--- src/rtl/dmem_arbiter.sv ---
// dmem_arbiter: shares one data-memory port between scalar MEM-stage accesses and strided vector bursts
module dmem_arbiter #(
    parameter int DATA_W    = 32,
    parameter int ADDR_W    = 32,
    parameter int MAX_BURST = 16,
    parameter int LEN_W     = 5
) (
    input  logic              clk_i,
    input  logic              rst_ni,
    input  logic              s_req_i,
    input  logic              s_we_i,
    input  logic [ADDR_W-1:0] s_addr_i,
    input  logic [DATA_W-1:0] s_wdata_i,
    output logic [DATA_W-1:0] s_rdata_o,
    output logic              s_stall_o,
    input  logic              v_req_i,
    input  logic              v_we_i,
    input  logic [ADDR_W-1:0] v_base_i,
    input  logic [ADDR_W-1:0] v_stride_i,
    input  logic [LEN_W-1:0]  v_len_i,
    output logic              v_ack_o,
    output logic [LEN_W-1:0]  v_idx_o,
    input  logic [DATA_W-1:0] v_wdata_i,
    output logic [DATA_W-1:0] v_rdata_o,
    output logic              v_rvalid_o,
    output logic              v_done_o,
    output logic              m_re_o,
    output logic              m_we_o,
    output logic [ADDR_W-1:0] m_addr_o,
    output logic [DATA_W-1:0] m_wdata_o,
    input  logic [DATA_W-1:0] m_rdata_i
);
    typedef enum logic [1:0] {IDLE, VBURST, VDONE} state_e;

    state_e              state_q, state_d;
    logic                prio_q, prio_d;
    logic                we_q, we_d;
    logic [LEN_W-1:0]    idx_q, idx_d, len_q, len_d, len_c;
    logic [ADDR_W-1:0]   addr_q, addr_d, stride_q, stride_d;
    logic                v_win, s_win;

    assign len_c = (v_len_i > LEN_W'(MAX_BURST)) ? LEN_W'(MAX_BURST) : v_len_i;
    assign v_win = (state_q == IDLE) && v_req_i && (!s_req_i || prio_q);
    assign s_win = (state_q == IDLE) && s_req_i && !v_win;

    // next-state: arbitration in IDLE, element stepping in VBURST, one-cycle completion in VDONE
    always_comb begin
        state_d  = state_q;
        prio_d   = prio_q;
        we_d     = we_q;
        idx_d    = idx_q;
        len_d    = len_q;
        addr_d   = addr_q;
        stride_d = stride_q;
        case (state_q)
            IDLE: begin
                if (v_win) begin
                    prio_d   = 1'b0;
                    we_d     = v_we_i;
                    addr_d   = v_base_i;
                    stride_d = v_stride_i;
                    len_d    = len_c;
                    idx_d    = '0;
                    state_d  = (len_c == '0) ? VDONE : VBURST;
                end else if (s_win && v_req_i) begin
                    prio_d = 1'b1;
                end
            end
            VBURST: begin
                addr_d  = addr_q + stride_q;
                idx_d   = idx_q + LEN_W'(1);
                state_d = (idx_q == len_q - LEN_W'(1)) ? VDONE : VBURST;
            end
            default: state_d = IDLE;
        endcase
    end

    // state and latched burst operands
    always_ff @(posedge clk_i or negedge rst_ni) begin
        if (!rst_ni) begin
            state_q  <= IDLE;
            prio_q   <= 1'b0;
            we_q     <= 1'b0;
            idx_q    <= '0;
            len_q    <= '0;
            addr_q   <= '0;
            stride_q <= '0;
        end else begin
            state_q  <= state_d;
            prio_q   <= prio_d;
            we_q     <= we_d;
            idx_q    <= idx_d;
            len_q    <= len_d;
            addr_q   <= addr_d;
            stride_q <= stride_d;
        end
    end

    // bus steering; everything is forced low while reset is held so a write cannot leak mid-burst
    always_comb begin
        s_rdata_o  = '0;
        s_stall_o  = 1'b0;
        v_ack_o    = 1'b0;
        v_idx_o    = '0;
        v_rdata_o  = '0;
        v_rvalid_o = 1'b0;
        v_done_o   = 1'b0;
        m_re_o     = 1'b0;
        m_we_o     = 1'b0;
        m_addr_o   = '0;
        m_wdata_o  = '0;
        if (rst_ni) begin
            case (state_q)
                IDLE: begin
                    v_ack_o   = v_win;
                    s_stall_o = v_win && s_req_i;
                    if (s_win) begin
                        m_re_o    = !s_we_i;
                        m_we_o    = s_we_i;
                        m_addr_o  = s_addr_i;
                        m_wdata_o = s_wdata_i;
                        s_rdata_o = m_rdata_i;
                    end
                end
                VBURST: begin
                    s_stall_o  = s_req_i;
                    v_idx_o    = idx_q;
                    m_addr_o   = addr_q;
                    m_re_o     = !we_q;
                    m_we_o     = we_q;
                    m_wdata_o  = we_q ? v_wdata_i : '0;
                    v_rvalid_o = !we_q;
                    v_rdata_o  = we_q ? '0 : m_rdata_i;
                end
                VDONE: begin
                    s_stall_o = s_req_i;
                    v_done_o  = 1'b1;
                end
                default: ;
            endcase
        end
    end
endmodule
--- config.mk ---
export PLATFORM = sky130hd
export DESIGN_NAME = dmem_arbiter
export DESIGN_NICKNAME = d
export VERILOG_FILES = /design/src/rtl/dmem_arbiter.sv
export SDC_FILE = /design/constraint.sdc
export NUM_CORES = 1
export LEC_CHECK = 0
export CAP_MARGIN = 15
export CORE_AREA = 2 2 133 135
export DETAILED_ROUTE_END_ITERATION = 8
export DIE_AREA = 0 0 135 137
export PLACE_DENSITY = 0.78
export SETUP_SLACK_MARGIN = 0.05
export SYNTH_ARGS = -nofsm -noshare
export SYNTH_HDL_FRONTEND = slang
export SYNTH_SLANG_ARGS = --single-unit
--- constraint.sdc ---
create_clock -name clk_i -period 2.9 [get_ports clk_i]
set_clock_uncertainty 0.05 [all_clocks]
set_input_delay 0.58 -clock clk_i [delete_from_list [all_inputs] [get_ports clk_i]]
set_output_delay 0.58 -clock clk_i [all_outputs]
set_load 0.05 [all_outputs]
== Yosys cells after proc, flatten, opt, wreduce, memory -nomap -nowiden ==
Index checks and enable logic that the tools add are counted.

* Memories kept: 0
* Memory bits (writable): 0
* Bits in read-only memories: 0
* Logic and storage cells: 74
* Bits in latches: 0
* Bits in registers: 78

* $add $sub $neg: 3
* Shift operators: 0
* Muxes and demuxes: 40
* Bitwise gates (word level): 0
* $mul: 0
* Magnitude comparators: 1
* Reduce and logical (&&, ||, !) cells: 19
* Divide/modulo/power cells: 0
* Equal/unequal tests: 4

{| class="wikitable"
|+ Operators with widths
! cell !! count
|-
| $mux 32 || 12
|-
| $pmux 32 s2 || 3
|-
| $add 32x32->32 || 1
|-
| $mux 5 || 4
|-
| $mux 1 || 13
|-
| $pmux 5 s2 || 1
|-
| $logic_and 1x1->1 || 6
|-
| $mux 2 || 3
|-
| $pmux 1 s2 || 3
|-
| $reduce_and 2->1 || 3
|-
| $add 5x1->5 const B || 1
|-
| $eq 5x5->1 || 1
|-
| $gt 5x5->1 const B || 1
|-
| $logic_not 5->1 || 1
|-
| $sub 5x1->5 const B || 1
|-
| $logic_not 1->1 || 4
|-
| $pmux 2 s2 || 1
|-
| $reduce_bool 2->1 || 2
|-
| $eq 2x1->1 const B || 1
|-
| $eq 2x2->1 const B || 1
|-
| $logic_not 2->1 || 1
|-
| $ne 2x2->1 const B || 1
|-
| $reduce_or 2->1 || 1
|-
| $logic_or 1x1->1 || 1
|}

== Longest topological paths before layout ==
Gate-level depths: netlist of the first run.

* Depth in word-level cells: 8
* Depth in mapped cells: 11
* Gate-level depth less buffers: 11

== Worst setup path before layout of the first run ==
OpenSTA, ideal clock, no wires.

* Kind: register to output
* Start: reg state_q[0]
* End: out m_addr_o[31]
* Buffers on the path: 3
* Data arrival time: 2.602 ns
* Setup slack: -0.332 ns
* Cell stages (with the launch flop): 11
* Cell sequence: dfrtp_1 -> inv_1 -> ha_1 -> nand2_1 -> or2_1 -> clkbuf_1 -> and3_1 -> clkbuf_1 -> clkbuf_1 -> nand2_1 -> a21oi_1

* Longest elaborated chain between the ends: 8

{| class="wikitable"
|+ RTL lines
! item !! RTL line !! RTL
|-
| start: declaration || 35 || <nowiki>state_e state_q, state_d;</nowiki>
|-
| start signal: assignment || 89 || <nowiki>state_q <= state_d;</nowiki>
|-
| $logic_not 2->1 || 43, 44, 113 ||
|-
| $logic_and 1x1->1 (2 in series) || 43 || <nowiki>assign v_win = (state_q == IDLE) && v_req_i && (!s_req_i || prio_q);</nowiki>
|-
| $logic_not 1->1 || 44 || <nowiki>assign s_win = (state_q == IDLE) && s_req_i && !v_win;</nowiki>
|-
| $logic_and 1x1->1 || 44 ||
|-
| $mux 32 || 117 || <nowiki>if (s_win) begin</nowiki>
|-
| $pmux 32 s2 (*) || 113 || <nowiki>case (state_q)</nowiki>
|-
| $mux 32 (*) || 112 || <nowiki>if (rst_ni) begin</nowiki>
|-
| end: declaration || 29 || <nowiki>output logic [ADDR_W-1:0] m_addr_o,</nowiki>
|}

Mark *: on every way between the ends. The rest lies on a longest branch, timed or not.

== Worst setup path after layout of the first run ==
* Start: reg state_q[1]
* End: out m_wdata_o[21]

* Longest elaborated chain between the ends: 8

{| class="wikitable"
|+ RTL lines
! item !! RTL line !! RTL
|-
| $logic_not 2->1 || 43, 44, 113 ||
|-
| $logic_and 1x1->1 (2 in series) || 43 ||
|-
| $logic_not 1->1 || 44 ||
|-
| $logic_and 1x1->1 || 44 ||
|-
| $mux 32 || 117 ||
|-
| $pmux 32 s2 (*) || 113 ||
|-
| $mux 32 (*) || 112 ||
|-
| end: declaration || 30 || <nowiki>output logic [DATA_W-1:0] m_wdata_o,</nowiki>
|}

Marks and branches as above.

==> results.cfg, run 1 <==
[run_status]
outcome = finished with violations
violations = negative setup slack

[global_route]
grt_usage_pct = 32.4
grt-ovfl-total = 0
antenna_found_initial = 3
grt_pass1_wl_mm = 45.7
grt_max_degree = 54
grt_pass1_vias = 7938

[place]
dp_hpwl_mm = 23.7
io_buffers = 341
gp_congestion = 0.995
pre_cts_slack_ns = -0.268

[routing]
wl_per_cell_um = 21.8
route.detailed.drc = 0
drt_iter0_markers = 623
firstDrtPassIters = 7
vias_per_cell = 5.60
drt.antenna.violating_nets = 0
route.vias.total = 8127
drt_wl_total_mm = 31.7

[floorplanning]
die_area_sq_um = 18500
initial_core_util_pct = 37.8
io_pins = 342
die_y_um = 137
core_sq_um = 17100
num_rows = 48
die_w_um = 135

[timing]
fin_ws_ns = -0.0996
worstMarginPinSlew_ns = 0.591
relSlewSlack_pct = 60.6
finalCritPeriodShare_pct = 103
hold_violations = 0
rsz0062_at_grt = yes
drv_slew = 0
whs_ns = 0.0346
fin_crit_ns = 3.00
timing.fmax_mhz = 333
setup-violations-final = 5
final.setup.tns_ns = -0.192

[yosys]
ys_types = 59
synth_fa_ha_area_share_pct = 7.50
synth-seq-area-share_pct = 30.3
synthXorXnorAreaFrac_pct = 4.76
synth_top_family_by_area = simple AND/OR/NAND/NOR gates
synth_cells = 856
synth_fp_nets = 1097
synth-edff-count = 0
netlist_area_sq_um = 6440
synth.mux.area_fraction_pct = 2.35
synth_compound_area_share_pct = 22.5
yosysWarningCount = 0
synth_ff_type = dfrtp_1
synthSimpleGateAreaFrac_pct = 28.7
async_reset_ff_share_pct = 100
syn_avg_cell_area_sq_um = 7.52
ys_ff_latch = 78

[setup_path]
cp_max_fo = 6
cp_cell_sequence = inv_2 -> ha_4 -> nand2_2 -> or2_1 -> and3_4 -> buf_16 -> a22oi_2 -> buf_4 -> nor2_4 -> buf_12
critPathMaxStageDelay_ns = 0.40
crit_type = reg -> out
endpoint_kind = output pin
required_ns = 2.27
arrival_ns = 2.37
cp-start-kind = register
slowest_stage = dfrtp_1

[power_and_ir_drop]
powerDensity_nw_per_um2 = 986
leakage_nw = 5.37
vdd_drop_max_v = 0.000618
power_mw = 12.9

[clocking]
clk_pin_slew_ns = 0.06
cts_max_path_buffers = 2
cts_tree = built
ctsRootBufferMaster = clkbuf_16
worst_skew_pair.late_latency_ns = 0.34
numCtsBuffers = 9
htree_levels = 3
clock_sinks = 78

[layout]
area_growth_pct = 103
final_nets = 1460
drive_above_1_share_pct = 30.8
fill_cells = 1083

[worst_hold_path]
hp-class = in -> async

[flow_run]
drv_cap = 0
critical path, delay by kind of cell (launching register included):
kind,cells,cell delay (ns)
simple gates,4,0.55
buf+inv,4,0.59
fa+ha+maj,1,0.14
compound gates,1,0.34
flops,1,0.40
sequential cells by signal, summed over array words and instances, names as in the netlist:
name / flops
addr_q: 32
idx_q: 5
len_q: 5
prio_q: 1
state_q: 2
stride_q: 32
we_q: 1
Yosys cell counts (all sizes together), types with 2 or more instances:
cell | number | share of area [%]
nand2 | 169 | 9.9
nor2 | 104 | 6.1
dfrtp | 78 | 30
and2 | 69 | 6.7
a22oi | 65 | 7.6
a21oi | 58 | 4.6
o21ai | 48 | 3.7
clkbuf | 45 | 2.6
ha | 37 | 7.2
xnor2 | 20 | 2.7
and3 | 15 | 1.5
xor2 | 15 | 2.0
mux2i | 14 | 2.2
inv | 13 | 0.76
nand3 | 13 | 1.2
a21o | 11 | 1.3
a31oi | 8 | 0.78
buf | 8 | 0.52
nand3b | 7 | 0.82
nor3 | 7 | 0.54
o21a | 5 | 0.58
a211oi | 4 | 0.70
nand2b | 4 | 0.39
nand4 | 4 | 0.39
nor2b | 3 | 0.29
o211ai | 3 | 0.43
o21bai | 3 | 0.35
a221oi | 2 | 0.54
o22ai | 2 | 0.19
or2 | 2 | 0.19
or3 | 2 | 0.19
report_power, final:
part / total, mW / internal, mW / leakage, nW / switching [mW]
registers: 2.09 / 1.59 / 0.965 / 0.507
logic: 9.52 / 4.11 / 4.26 / 5.41
clock network: 1.25 / 0.778 / 0.148 / 0.473
area by class of cell:
cell class                 instances  area [sq um]  share of cell area, %
clock buffer                      11           243                   1.86
antenna                            3          7.51                 0.0575
sequential                        78          1950                   15.0
inverter                          13          48.8                  0.374
multi-input combinational        712          5030                   38.6
clock inverter                     5          82.6                  0.633
timing repair buffer             405          5400                   41.4
tap                              225           282                   2.16
metrics by stage:
stage	area, sq um	util (%)	instances
2_1_floorplan	6830	-	856
3_3_place_gp	12100	71.1	1418
3_5_place_dp	12100	71.1	1418
4_1_cts	12800	74.9	1440
5_1_grt	13000	76.5	1452
6_report	13000	76.5	1452
routing by layer:
metal / GRT usage (%) / vias up / routed length (um)
met2: 57.5 / 428 / 16300
met4: 17.4 / 0 / 1700
met5: 0 / - / 0
li1: - / 3711 / -
met1: 36.7 / 3881 / 11300
met3: 6.30 / 107 / 2380
kinds of logic after synthesis:
group,count (synthesis)
muxes,15
AOI/OAI and AO/OA,220
DFF,78
xor gates and xnor gates,35
and+or+nand+nor,404
adders and majority gates,38
buffers and inverters,66
what timing repair did:
item	in CTS	in global routing
cloned	2	2
resized for setup	57	35
setup endpoints to repair	100	70
hold buffers	0	0
pin swaps	20	45
setup buffers	4	7
final timing paths:
path	from	endpoint	slack [ns]	depth (start not counted)
worst min-delay path	rst_ni	len_q[3]	0.03	1
min in group clk_i	stride_q[22]	stride_q[22]	0.43	2
worst max-delay path	state_q[1]	m_wdata_o[21]	-0.1	10
max in group asynchronous	rst_ni	addr_q[15]	1.72	3
worst min register to register	stride_q[22]	stride_q[22]	0.43	2
worst max register to register	addr_q[4]	addr_q[29]	0.10	10
layout by cell type (no fill, tap or decap), types with 21 or more instances in the layout:
master,instances
nor2_2,21
buf_12,139
a22oi_2,56
o21ai_0,24
and2_1,67
nand2_1,167
a21oi_1,53
dfrtp_1,78
clkdlybuf4s50_1,199
o21ai_1,21
nor2_1,38
buf_4,54
nor2_4,45
ha_1,34
Power figures use the tool's default switching activity.
==> run 2, diff against run 1 <==
--- a/config.mk
+++ b/config.mk
@@ -7,6 +7,7 @@
 export LEC_CHECK = 0
 export CAP_MARGIN = 15
 export CORE_AREA = 2 2 133 135
+export CTS_BUF_LIST = sky130_fd_sc_hd__clkbuf_2
 export DETAILED_ROUTE_END_ITERATION = 8
 export DIE_AREA = 0 0 135 137
 export PLACE_DENSITY = 0.78
==> run 2 against run 1 <==
  * The run still ends with negative setup slack left
  * Critical path depth unchanged
  * Count of clock-buffer cells in the layout decreased by 1
  * First-iteration DRC count decreased by 7.1%
  * Register-to-register slack about the same
  * Cell area increased by 3.5%
  * Largest power group unchanged
==> results.cfg, run 2 (synthesis gave the netlist of run 1 again) <==
[run_status]
outcome = finished with violations
violations = negative setup slack

[timing]
worstMarginPinSlew_ns = 0.606
rsz0062_at_grt = yes
final.setup.tns_ns = -17.42
relSlewSlack_pct = 59.6
setup-violations-final = 128
finalCritPeriodShare_pct = 111
drv_slew = 0
hold_violations = 0
whs_ns = 0.295
fin_crit_ns = 3.21
timing.fmax_mhz = 312
fin_ws_ns = -0.307

[layout]
fill_cells = 964
final_common_cell = clkdlybuf4s50_1
area_growth_pct = 110
drive_above_1_share_pct = 38.3
reg.largest.list = addr_q: 32 flops, stride_q: 32 flops
most-common-layout-cells = 201 x clkdlybuf4s50_1, 164 x nand2_1, 140 x buf_12
utilization_pct = 79.2
final_nets = 1474

[flow_run]
drv_cap = 0

[clocking]
cts_max_path_buffers = 2
ctsRootBufferMaster = clkbuf_2
htree_levels = 3
worst_skew_pair.late_latency_ns = 0.59
cts_tree = built
numCtsBuffers = 9
clock_sinks = 78
clk_pin_slew_ns = 0.25

[routing]
route.detailed.drc = 0
drt_iter0_markers = 579
vias_per_cell = 5.76
drt_wl_total_mm = 35.1
route.vias.total = 8444
drt.antenna.violating_nets = 0
firstDrtPassIters = 7
wl_per_cell_um = 23.9

[setup_path]
cp_max_fo = 6
arrival_ns = 2.58
crit_type = reg -> out
cp-start-kind = register
required_ns = 2.27
rr_worst_depth = 10
endpoint_kind = output pin

[global_route]
grt_max_degree = 47
grt-ovfl-total = 0
grt_pass1_vias = 8254
grt_usage_pct = 34.6
antenna_found_initial = 4
grt_pass1_wl_mm = 48.4

[floorplanning]
core_sq_um = 17100
io_pins = 342
die_y_um = 137
die_w_um = 135
initial_core_util_pct = 37.8
num_rows = 48
die_area_sq_um = 18500

[power_and_ir_drop]
powerDensity_nw_per_um2 = 959
power_mw = 13.0
vdd_drop_max_v = 0.000652
leakage_nw = 5.55

[worst_hold_path]
hp-class = in -> async

[place]
io_buffers = 341
gp_congestion = 0.995
dp_hpwl_mm = 23.7
run 2: routing by layer:
layer | wire (um) | GRT usage [%] | vias up
li1 | - | - | 3747
met1 | 12300 | 39.4 | 4049
met2 | 17400 | 61.1 | 498
met3 | 2870 | 6.33 | 150
met4 | 2510 | 19.7 | 0
met5 | 0 | 0 | -
run 2: per-stage QoR:
stage / instance area (sq um) / cells / setup slack, ns
final: 13500 / 1467 / -0.307
after global routing: 13500 / 1467 / -0.377
after CTS: 13100 / 1454 / -0.241
after detailed placement: 12100 / 1418 / -0.268
after floorplan: 6830 / 856 / -0.0824
after global placement: 12100 / 1418 / -0.240
run 2: what timing repair did:
item	in CTS	in global routing
hold buffers	1	0
setup endpoints to repair	139	144
endpoints found under the hold margin	6	0
gates cloned	7	5
resized for setup	135	83
buffers inserted	14	10
pin swaps	85	55
run 2: final timing paths:
path	slack, ns	from	to
min reg2reg	0.46	stride_q[22]	stride_q[22]
min in group clk_i	0.41	v_stride_i[10]	stride_q[10]
max reg2reg	0.09	addr_q[4]	addr_q[29]
max in group asynchronous	1.37	rst_ni	addr_q[15]
max	-0.31	state_q[1]	m_wdata_o[18]
min	0.30	rst_ni	len_q[3]
run 2: worst max-delay path, cell delays in order (launching register included):
cell and delay [ns]:
dfrtp_1 0.47, inv_2 0.11, ha_4 0.14, nand2_2 0.05, or2_1 0.23, and3_4 0.21, buf_6 0.15, buf_16 0.14
a22oi_2 0.31, nor2_4 0.07, buf_12 0.15
run 2: area by class of cell:
class / count / area, sq um / area share, %
Antenna cell: 4 / 10.0 / 0.0741
Inverter: 13 / 51.3 / 0.380
Tap cell: 225 / 282 / 2.08
Clock buffer: 10 / 50.0 / 0.370
Multi-Input combinational cell: 712 / 5320 / 39.4
Clock inverter: 6 / 86.3 / 0.639
Timing Repair Buffer: 419 / 5760 / 42.6
Sequential cell: 78 / 1950 / 14.4
run 2: power breakdown:
part / switching (mW) / total (mW) / internal (mW)
registers: 0.519 / 2.10 / 1.58
logic: 5.63 / 10.2 / 4.52
clock network: 0.421 / 0.705 / 0.284
total: 6.57 / 13.0 / 6.38
